**config.mk**
```make
export PLATFORM = sky130hd
export DESIGN_NAME = vlastp_trg_coinc_flat
export DESIGN_NICKNAME = d
export VERILOG_FILES = /design/src/rtl/vlastp_trg_coinc_if.sv /design/src/rtl/vlastp_trg_coinc.sv /design/src/flat_wrapper.sv
export SDC_FILE = /design/constraint.sdc
export NUM_CORES = 1
export LEC_CHECK = 0
export ABC_AREA = 1
export BUFFER_PORTS_ARGS = -buffer_cell sky130_fd_sc_hd__buf_2
export CORE_ASPECT_RATIO = 0.9
export CORE_MARGIN = 5
export CORE_UTILIZATION = 35
export CTS_BUF_LIST = sky130_fd_sc_hd__clkbuf_4 sky130_fd_sc_hd__clkbuf_8
export DETAILED_ROUTE_END_ITERATION = 10
export HOLD_SLACK_MARGIN = 0.08
export SYNTH_ARGS = -nofsm -noshare
export SYNTH_HDL_FRONTEND = slang
export SYNTH_SLANG_ARGS = --single-unit
```
**constraint.sdc**
```tcl
create_clock -name clk_i -period 8.88 [get_ports clk_i]
set_input_delay 0.444 -clock clk_i [delete_from_list [all_inputs] [get_ports clk_i]]
set_output_delay 0.444 -clock clk_i [all_outputs]
set_load 0.01 [all_outputs]
```
**src/rtl/vlastp_trg_coinc_if.sv**
```systemverilog
// Signal bundle between the FEE hit/busy lines and the coincidence stage.
// The master drives hits, selects and busy lines; the slave returns the trigger outputs.
interface vlastp_trg_coinc_if;
    logic [7:0]  hit_a_i;
    logic [7:0]  hit_b_i;
    logic [7:0]  red_sel_i;
    logic [7:0]  coin_mask_i;
    logic        ext_trig_en_i;
    logic        ext_trig_i;
    logic        busy_i;
    logic [3:0]  si_busy_i;
    logic        trg_o;
    logic [1:0]  trg_src_o;
    logic [7:0]  trg_pattern_o;
    logic [1:0]  state_o;
    logic [15:0] trg_cnt_o;
    logic [15:0] lost_cnt_o;

    modport master (
        output hit_a_i, hit_b_i, red_sel_i, coin_mask_i,
               ext_trig_en_i, ext_trig_i, busy_i, si_busy_i,
        input  trg_o, trg_src_o, trg_pattern_o, state_o, trg_cnt_o, lost_cnt_o
    );

    modport slave (
        input  hit_a_i, hit_b_i, red_sel_i, coin_mask_i,
               ext_trig_en_i, ext_trig_i, busy_i, si_busy_i,
        output trg_o, trg_src_o, trg_pattern_o, state_o, trg_cnt_o, lost_cnt_o
    );
endinterface

```
**src/rtl/vlastp_trg_coinc.sv**
```systemverilog
// Hit conditioning, coincidence windows and trigger/dead-time FSM for vlastp_trigger_top.
// Define VLASTP_TRG_CNT_EN to build the saturating trigger and lost-event counters.
module vlastp_trg_coinc #(
    parameter int WIN_LEN   = 8,
    parameter int TRG_WIDTH = 4,
    parameter int DEAD_LEN  = 200
) (
    input  logic                clk_i,
    input  logic                rst_i,
    vlastp_trg_coinc_if.slave   bus
);
    localparam int WIN_EFF   = (WIN_LEN < 1) ? 1 : WIN_LEN;
    localparam int WW        = $clog2(WIN_EFF + 1);
    localparam int TW_EFF    = (TRG_WIDTH < 1) ? 1 : TRG_WIDTH;
    localparam int DL_EFF    = (DEAD_LEN < 0) ? 0 : DEAD_LEN;
    localparam int PH_MAX    = (TW_EFF > DL_EFF) ? TW_EFF : DL_EFF;
    localparam int PW        = $clog2(PH_MAX + 1);
    localparam int TRG_LAST  = TW_EFF - 1;
    localparam int DEAD_LAST = (DL_EFF > 0) ? DL_EFF - 1 : 0;

    typedef enum logic [1:0] {
        ST_IDLE = 2'd0,
        ST_TRIG = 2'd1,
        ST_DEAD = 2'd2
    } state_t;

    logic [7:0] r_hit_a_s1, r_hit_a_s2;
    logic [7:0] r_hit_b_s1, r_hit_b_s2;
    logic       r_ext_s1, r_ext_s2;
    logic       r_busy_s1, r_busy_s2;
    logic [3:0] r_si_s1, r_si_s2;

    always_ff @(posedge clk_i or posedge rst_i) begin
        if (rst_i) begin
            r_hit_a_s1 <= '0;
            r_hit_a_s2 <= '0;
            r_hit_b_s1 <= '0;
            r_hit_b_s2 <= '0;
            r_ext_s1   <= 1'b0;
            r_ext_s2   <= 1'b0;
            r_busy_s1  <= 1'b0;
            r_busy_s2  <= 1'b0;
            r_si_s1    <= '0;
            r_si_s2    <= '0;
        end else begin
            r_hit_a_s1 <= bus.hit_a_i;
            r_hit_a_s2 <= r_hit_a_s1;
            r_hit_b_s1 <= bus.hit_b_i;
            r_hit_b_s2 <= r_hit_b_s1;
            r_ext_s1   <= bus.ext_trig_i;
            r_ext_s2   <= r_ext_s1;
            r_busy_s1  <= bus.busy_i;
            r_busy_s2  <= r_busy_s1;
            r_si_s1    <= bus.si_busy_i;
            r_si_s2    <= r_si_s1;
        end
    end

    // Selected lines get one extra register stage before edge detection so the
    // hit and external paths arrive at the FSM with the same latency.
    logic [7:0] w_sel, r_sel, r_sel_d, w_edge, w_win;
    logic       r_ext_q, r_ext_qd, r_ext_evt;

    always_ff @(posedge clk_i or posedge rst_i) begin
        if (rst_i) begin
            r_sel     <= '0;
            r_sel_d   <= '0;
            r_ext_q   <= 1'b0;
            r_ext_qd  <= 1'b0;
            r_ext_evt <= 1'b0;
        end else begin
            r_sel     <= w_sel;
            r_sel_d   <= r_sel;
            r_ext_q   <= r_ext_s2;
            r_ext_qd  <= r_ext_q;
            r_ext_evt <= bus.ext_trig_en_i & r_ext_q & ~r_ext_qd;
        end
    end

    assign w_edge = r_sel & ~r_sel_d;

    genvar gi;
    generate
        for (gi = 0; gi < 8; gi++) begin : g_ch
            logic [WW-1:0] r_cnt;

            assign w_sel[gi] = bus.red_sel_i[gi] ? r_hit_b_s2[gi] : r_hit_a_s2[gi];

            always_ff @(posedge clk_i or posedge rst_i) begin
                if (rst_i)
                    r_cnt <= '0;
                else if (w_edge[gi])
                    r_cnt <= WW'(WIN_EFF);
                else if (r_cnt != '0)
                    r_cnt <= r_cnt - WW'(1);
            end

            assign w_win[gi] = (r_cnt != '0);
        end
    endgenerate

    logic w_coin, r_coin, w_coin_rise, w_req, w_blk;

    assign w_coin      = (bus.coin_mask_i != 8'd0) &&
                         ((w_win & bus.coin_mask_i) == bus.coin_mask_i);
    assign w_coin_rise = w_coin & ~r_coin;
    assign w_req       = w_coin_rise | r_ext_evt;
    assign w_blk       = r_busy_s2 | (|r_si_s2);

    state_t         r_state, w_state_next;
    logic [PW-1:0]  r_ph, w_ph_next;
    logic           w_accept;

    always_ff @(posedge clk_i or posedge rst_i) begin
        if (rst_i) begin
            r_state <= ST_IDLE;
            r_ph    <= '0;
            r_coin  <= 1'b0;
        end else begin
            r_state <= w_state_next;
            r_ph    <= w_ph_next;
            r_coin  <= w_coin;
        end
    end

    always_comb begin
        w_state_next = r_state;
        w_ph_next    = r_ph;
        w_accept     = 1'b0;
        case (r_state)
            ST_IDLE: begin
                if (w_req && !w_blk) begin
                    w_state_next = ST_TRIG;
                    w_ph_next    = '0;
                    w_accept     = 1'b1;
                end
            end
            ST_TRIG: begin
                if (r_ph == PW'(TRG_LAST)) begin
                    w_ph_next    = '0;
                    w_state_next = (DL_EFF == 0) ? ST_IDLE : ST_DEAD;
                end else begin
                    w_ph_next = r_ph + PW'(1);
                end
            end
            ST_DEAD: begin
                if (r_ph == PW'(DEAD_LAST)) begin
                    w_ph_next    = '0;
                    w_state_next = ST_IDLE;
                end else begin
                    w_ph_next = r_ph + PW'(1);
                end
            end
            default: begin
                w_state_next = ST_IDLE;
                w_ph_next    = '0;
            end
        endcase
    end

    logic [1:0] r_src;
    logic [7:0] r_pattern;

    always_ff @(posedge clk_i or posedge rst_i) begin
        if (rst_i) begin
            r_src     <= '0;
            r_pattern <= '0;
        end else if (w_accept) begin
            r_src     <= {r_ext_evt, w_coin_rise};
            r_pattern <= w_win;
        end
    end

`ifdef VLASTP_TRG_CNT_EN
    logic [15:0] r_trg_cnt, r_lost_cnt;
    logic        w_lost;

    // A request is lost when vetoed in IDLE or when it arrives during pulse/dead time.
    assign w_lost = w_req & ((r_state != ST_IDLE) | w_blk);

    always_ff @(posedge clk_i or posedge rst_i) begin
        if (rst_i) begin
            r_trg_cnt  <= '0;
            r_lost_cnt <= '0;
        end else begin
            if (w_accept && r_trg_cnt != 16'hFFFF)
                r_trg_cnt <= r_trg_cnt + 16'd1;
            if (w_lost && r_lost_cnt != 16'hFFFF)
                r_lost_cnt <= r_lost_cnt + 16'd1;
        end
    end

    assign bus.trg_cnt_o  = r_trg_cnt;
    assign bus.lost_cnt_o = r_lost_cnt;
`else
    assign bus.trg_cnt_o  = 16'd0;
    assign bus.lost_cnt_o = 16'd0;
`endif

    assign bus.trg_o         = (r_state == ST_TRIG);
    assign bus.state_o       = r_state;
    assign bus.trg_src_o     = r_src;
    assign bus.trg_pattern_o = r_pattern;
endmodule

```
**src/flat_wrapper.sv**
```systemverilog
// flat-port wrapper written by rule: the top's interface ports become plain ports
module vlastp_trg_coinc_flat 
#(
    parameter int WIN_LEN   = 8,
    parameter int TRG_WIDTH = 4,
    parameter int DEAD_LEN  = 200
)
  (clk_i, rst_i, bus_hit_a_i, bus_hit_b_i, bus_red_sel_i, bus_coin_mask_i, bus_ext_trig_en_i, bus_ext_trig_i, bus_busy_i, bus_si_busy_i, bus_trg_o, bus_trg_src_o, bus_trg_pattern_o, bus_state_o, bus_trg_cnt_o, bus_lost_cnt_o);
  vlastp_trg_coinc_if bus_i ();
  input  logic clk_i;
  input  logic rst_i;
  input wire logic [$bits(bus_i.hit_a_i)-1:0] bus_hit_a_i;
  input wire logic [$bits(bus_i.hit_b_i)-1:0] bus_hit_b_i;
  input wire logic [$bits(bus_i.red_sel_i)-1:0] bus_red_sel_i;
  input wire logic [$bits(bus_i.coin_mask_i)-1:0] bus_coin_mask_i;
  input wire logic [$bits(bus_i.ext_trig_en_i)-1:0] bus_ext_trig_en_i;
  input wire logic [$bits(bus_i.ext_trig_i)-1:0] bus_ext_trig_i;
  input wire logic [$bits(bus_i.busy_i)-1:0] bus_busy_i;
  input wire logic [$bits(bus_i.si_busy_i)-1:0] bus_si_busy_i;
  output wire logic [$bits(bus_i.trg_o)-1:0] bus_trg_o;
  output wire logic [$bits(bus_i.trg_src_o)-1:0] bus_trg_src_o;
  output wire logic [$bits(bus_i.trg_pattern_o)-1:0] bus_trg_pattern_o;
  output wire logic [$bits(bus_i.state_o)-1:0] bus_state_o;
  output wire logic [$bits(bus_i.trg_cnt_o)-1:0] bus_trg_cnt_o;
  output wire logic [$bits(bus_i.lost_cnt_o)-1:0] bus_lost_cnt_o;
  assign bus_i.hit_a_i = bus_hit_a_i;
  assign bus_i.hit_b_i = bus_hit_b_i;
  assign bus_i.red_sel_i = bus_red_sel_i;
  assign bus_i.coin_mask_i = bus_coin_mask_i;
  assign bus_i.ext_trig_en_i = bus_ext_trig_en_i;
  assign bus_i.ext_trig_i = bus_ext_trig_i;
  assign bus_i.busy_i = bus_busy_i;
  assign bus_i.si_busy_i = bus_si_busy_i;
  assign bus_trg_o = bus_i.trg_o;
  assign bus_trg_src_o = bus_i.trg_src_o;
  assign bus_trg_pattern_o = bus_i.trg_pattern_o;
  assign bus_state_o = bus_i.state_o;
  assign bus_trg_cnt_o = bus_i.trg_cnt_o;
  assign bus_lost_cnt_o = bus_i.lost_cnt_o;
  vlastp_trg_coinc #(.WIN_LEN(WIN_LEN), .TRG_WIDTH(TRG_WIDTH), .DEAD_LEN(DEAD_LEN)) u_core (.clk_i(clk_i), .rst_i(rst_i), .bus(bus_i));
endmodule
```
---- After elaboration in Yosys (flattened, before gate mapping) ----
Index checks and enable logic that the tools add are counted.
cells by class
  mux-type cells .......................... 34
  reductions and logical operators ........ 23
  $add $sub $neg .......................... 9
  bitwise operators ....................... 10
  eq/ne operators ......................... 8
operators with widths
  operator                                                                  number
  4-bit 2-to-1 mux                                                          16
  4-bit nonzero test                                                        8
  4-bit by 1-bit subtractor with 4-bit output (second input constant)       8
  8-bit 2-to-1 mux                                                          3
  8-bit one-hot mux with 3 select lines                                     1
  8-bit AND                                                                 2
  2-bit nonzero test                                                        8
  1-bit 2-to-1 mux                                                          10
  8-bit by 1-bit adder with 8-bit output (second input constant)            1
  8-bit by 2-bit == test with 1-bit output (second input constant)          1
  8-bit == test                                                             1
  8-bit == test (second input constant)                                     1
  8-bit inverter                                                            1
  8-bit nonzero test                                                        1
  2-bit 2-to-1 mux                                                          3
  2-bit by 1-bit inequality test with 1-bit output (second input constant)  3
  2-bit one-hot mux with 3 select lines                                     1
  4-bit OR reduction                                                        1
  1-bit AND                                                                 3
  3-bit AND reduction                                                       1
  2-bit by 1-bit == test with 1-bit output (second input constant)          1
  2-bit == test (second input constant)                                     1
  1-bit logical AND                                                         2
  2-bit zero test                                                           1
  other kinds (3)                                                           5
storage, ports and cells
  logic and storage cells ................. 112
  bits in registers ....................... 116
  input bits .............................. 41
  output and inout port bits .............. 45

---- Logic depth before layout (Yosys ltp) ----
  depth in word-level cells ............... 9
  gate-level depth with buffers ........... 12
  depth with buffers taken out ............ 12

---- Worst setup path after synthesis ----
Ideal clock, no wire load.
  kind .................................... register to register
  start ................................... reg u_core.g_ch[1].r_cnt[0]
  end ..................................... reg u_core.r_pattern[6] (netlist: u_core.bus.trg_pattern_o[6])
  slack ................................... 7,388 ps
  period minus slack after synthesis ...... 1,492 ps
  data arrival time ....................... 1,364 ps
  buffers on the path ..................... 1
  setup time .............................. 127 ps
  stages on the path, launching flop included .. 12
  data required time ...................... 8,753 ps
  cells stage by stage .................... dfrtp_1 > inv_1 > ha_1 > nand3_1 > nand2_1 > nor2_2 > nand4_2 > nand2_2 > nand3_1 > buf_2 > nand2_1 > o21ai_1
on the way
  word-level cells in the longest chain between the ends .. 9
RTL lines
  what                    RTL line                 text
  start, declared         vlastp_trg_coinc.sv:85   logic [WW-1:0] r_cnt;
  start signal, assigned  vlastp_trg_coinc.sv:93   r_cnt <= WW'(WIN_EFF);
  start signal, assigned  vlastp_trg_coinc.sv:95   r_cnt <= r_cnt - WW'(1);
  4-bit nonzero test      vlastp_trg_coinc.sv:98   assign w_win[gi] = (r_cnt != '0);
  8-bit AND               vlastp_trg_coinc.sv:105  ((w_win & bus.coin_mask_i) == bus.coin_mask_i);
  8-bit == test           vlastp_trg_coinc.sv:105
  1-bit logical AND       vlastp_trg_coinc.sv:104  assign w_coin = (bus.coin_mask_i != 8'd0) &&
  1-bit AND               vlastp_trg_coinc.sv:106  assign w_coin_rise = w_coin & ~r_coin;
  1-bit bitwise OR        vlastp_trg_coinc.sv:107  assign w_req = w_coin_rise | r_ext_evt;
  1-bit logical AND       vlastp_trg_coinc.sv:132  if (w_req && !w_blk) begin
  1-bit 2-to-1 mux        vlastp_trg_coinc.sv:132
  1-bit 2-to-1 mux        vlastp_trg_coinc.sv:130  case (r_state)
  end signal, assigned    vlastp_trg_coinc.sv:170  r_pattern <= w_win;
  end, declared           vlastp_trg_coinc.sv:162  logic [7:0] r_pattern;
No other way between the ends.
A chain may end at the register's enable or synchronous reset.

---- Worst setup path after layout ----
  start ................................... reg u_core.g_ch[0].r_cnt[0]
  end ..................................... reg u_core.r_pattern[7] (netlist: u_core.bus.trg_pattern_o[7])
on the way
  word-level cells in the longest chain between the ends .. 9
RTL lines
  what                    RTL line
  start, declared         vlastp_trg_coinc.sv:85
  start signal, assigned  vlastp_trg_coinc.sv:93
  start signal, assigned  vlastp_trg_coinc.sv:95
  4-bit nonzero test      vlastp_trg_coinc.sv:98
  8-bit AND               vlastp_trg_coinc.sv:105
  8-bit == test           vlastp_trg_coinc.sv:105
  1-bit logical AND       vlastp_trg_coinc.sv:104
  1-bit AND               vlastp_trg_coinc.sv:106
  1-bit bitwise OR        vlastp_trg_coinc.sv:107
  1-bit logical AND       vlastp_trg_coinc.sv:132
  1-bit 2-to-1 mux        vlastp_trg_coinc.sv:132
  1-bit 2-to-1 mux        vlastp_trg_coinc.sv:130
No other way between the ends.

==> metrics <==
Synth top area share 0.6015; Sequential Power Share 0.455; Synth Cell Area 0.004826 mm²; critical-path cell list inv_1, ha_1, nand3_1, nand2_1, nor2_2, nand4_2, nand2_2, nand3_1, nand2_1, o21ai_1; max incr delay on CP 0.47 ns; largest net degree at the start of global routing 73; leakage power 2.780 nW; Post-CTS Setup Bufs 0; cell area power density 289.3 mW/mm²; clock buffer depth 2; DRT Pass-1 Iters 4; GPL Wtd Cong 0.8195; grt peak-use layer met2; chip width 133.8 µm; Clock Skew 0.009419 ns; combinational power share 0.293; CP delay by family, top simple AND/OR/NAND/NOR gates; final core utilization 0.4108; # setup viols final 0; relative slew slack 0.4197; max-cap violation count 0; Routed Antenna Nets 0; synth top area cells dfrtp_1 (60%), nand2_1 (5.7%), inv_1 (5.2%); Final Hold Viols 0; worst-margin pin slew 0.8704 ns; CTS H-Tree Depth 4; Worst Hold Class primary input to flip-flop; Die Span Y 121.4 µm; cell row count 40; vias per cell 4.343; Post-DP Area 0.005166 mm²; CTS buffer count 17; met2 Use GR 0.1840; CP required 9.16 ns; Hold Buf Count CTS 1; GRT Residual Overflow 0; initial antenna violation count 1; top achievable clock speed 476.8 MHz; initial DRC count 176; n_diodes 0; startpoint type of the worst setup path flip-flop; post-CTS sizing 0; wire length per cell 11.66 µm; CTS tree done; min Tclk post-route 2.098 ns; WP data arrival 2.38 ns; CP bufs+invs 1; Seq/Total Area, Yosys 0.6015; Design Area, Final 0.005510 mm²; clock-pin transition on the worst setup and hold timing paths 0.06 ns; most frequent cells in the layout dfrtp_1 (116), nand2_1 (73), inv_1 (66); Routed WL 8429 µm; final routed DRC violation total 0; number of instances in the placed design 692; Seq cells post-synth 116; Worst Setup End Kind flip-flop; clock group share of total power 0.251; commonest non-fill, non-tap cell in the layout dfrtp_1; Ys Warns 0; Final Max Tran Viols 0; first-pass GRT wire length 14390 µm; Area Growth Syn to Fin 14.18%; Net Switching 0.5490 mW; Unique masters post-synth 27; io pins 86; total number of vias 3140; GR met3 Demand/Resource 0.04395; type of the worst setup path flip-flop to flip-flop; total negative slack 0 ns; die area 0.01624 mm²; GR Util met1 0.1307; clock sink count 116; Core ar. 0.01341 mm²; gr usage total 0.1134; status finished, final reports clean; switching part of the total 0.3444; Layout Cells excl Fill 723; overall power 1.594 mW; Cells after Synth 474; clock root buffer clkbuf_8; DP Wirelength 6195 µm; Peak VDD IR 0.0001079 V; Avg Inst Size Synth 10.18 µm²; P_int 1.045 mW; RSZ-0062 raised after global routing false; leading area contributor after synthesis dfrtp_1; Worst-Skew Late Latency 0.42 ns; worst-path fanout max 20; vias in the first global route 3176; Critical Path Slowest Stage Cell nand3_1; final worst path period share 0.2362; share of post-route cells with drive strength above 1 0.1784; Layout Nets 606; Initial Util 0.3598; input/output buffers 53
worst paths after layout:
kind                                         startpoint                           to  slack [ns]  depth (start not counted)
worst max-delay path            u_core.g_ch[0].r_cnt[0]  u_core.bus.trg_pattern_o[7]        6.78                         10
worst min-delay path                     bus_hit_a_i[5]         u_core.r_hit_a_s1[5]        0.12                          1
worst max register to register  u_core.g_ch[0].r_cnt[0]  u_core.bus.trg_pattern_o[7]        6.78                         10
worst min register to register        u_core.r_si_s1[2]            u_core.r_si_s2[2]        0.35                          0
max in group asynchronous                         rst_i              u_core.r_sel[2]        6.98                          4
min in group asynchronous                         rst_i            u_core.r_si_s1[1]        0.62                          3
logic make-up (layout without fill, tap and decap cells):
kind of cell             Yosys count  in the layout  synth area share
buffers and inverters            102            152            0.1063
other                              1             32         0.0007771
flip-flops                       116            116            0.6015
adder cells (fa/ha/maj)           20             20           0.05185
AO/OA/AOI/OAI                     51             51           0.05418
multiplexers                       8              8           0.01867
AND/OR/NAND/NOR                  164            164            0.1449
XOR/XNOR                          12             12           0.02178
state kept, by name (all words and copies together) (netlist names), 2 cells and up:
name                      cells
u_core.r_si_s2                4
u_core.bus.trg_src_o          2
u_core.r_ph                   8
u_core.r_sel                  8
u_core.r_hit_b_s2             8
u_core.r_hit_b_s1             8
u_core.r_sel_d                8
u_core.g_ch.r_cnt            32
u_core.r_hit_a_s2             8
u_core.bus.trg_pattern_o      8
u_core.bus.state_o            2
u_core.r_hit_a_s1             8
u_core.r_si_s1                4
worst reg2reg max path: cells and delay by family, from the launching register on:
family / cells / cell delay [ns]
compound gates: 1 / 0.08
fa+ha+maj: 1 / 0.22
buf+inv: 1 / 0.09
flops: 1 / 0.40
simple gates: 7 / 1.19
per-stage QoR:
step,worst slack [ns],hold WS (ns)
after floorplan,5.364,0.3312
after detailed placement,6.789,0.3347
after CTS,6.771,0.08172
final,6.782,0.1222
after global routing,6.471,0.08143
after global placement,6.915,0.3311
Yosys cell counts:
cell,number
nor2_2,2
dfrtp_1,116
buf_4,32
a21oi_1,5
or2_2,1
xnor2_1,10
nor3_1,7
nand3_1,21
nand2_2,2
a31oi_1,1
o21ai_0,32
nand2_4,1
nand4_2,1
o211ai_1,2
ha_1,20
buf_6,1
mux2_2,8
xor2_1,2
nand4_1,4
o21ai_1,11
nor3b_1,2
nor2_1,49
buf_2,2
nand2_1,73
inv_1,67
conb_1,1
and3_1,1
metal layers:
layer  part of all wire  routed length (µm)  vias to the layer above
met1               0.43                3641                     1475
li1                   -                   -                     1565
met3              0.062                 520                        9
met5             0.0015                  13                        -
met4              0.013                 108                        2
met2               0.49                4144                       89
power groups by stage:
stage	clock [mW]	combinational (mW)	sequential (mW)
3_5_place_dp	0	0.474	0.733
6_report	0.401	0.468	0.726
5_1_grt	0.440	0.552	0.741
4_1_cts	0.417	0.475	0.726
3_3_place_gp	0	0.448	0.728
2_1_floorplan	0	0.362	0.724
area by class of cell:
cell class | count | area (µm²)
clock inverters | 6 | 32.53
fillers | 1269 | 7903
repair buffers | 56 | 292.8
multi-input cells | 287 | 1526
flip-flops and latches | 116 | 2903
well taps | 168 | 210.2
inverters | 67 | 254.0
clock buffers | 23 | 291.5
No activity file was read; power rests on OpenSTA's default activity.
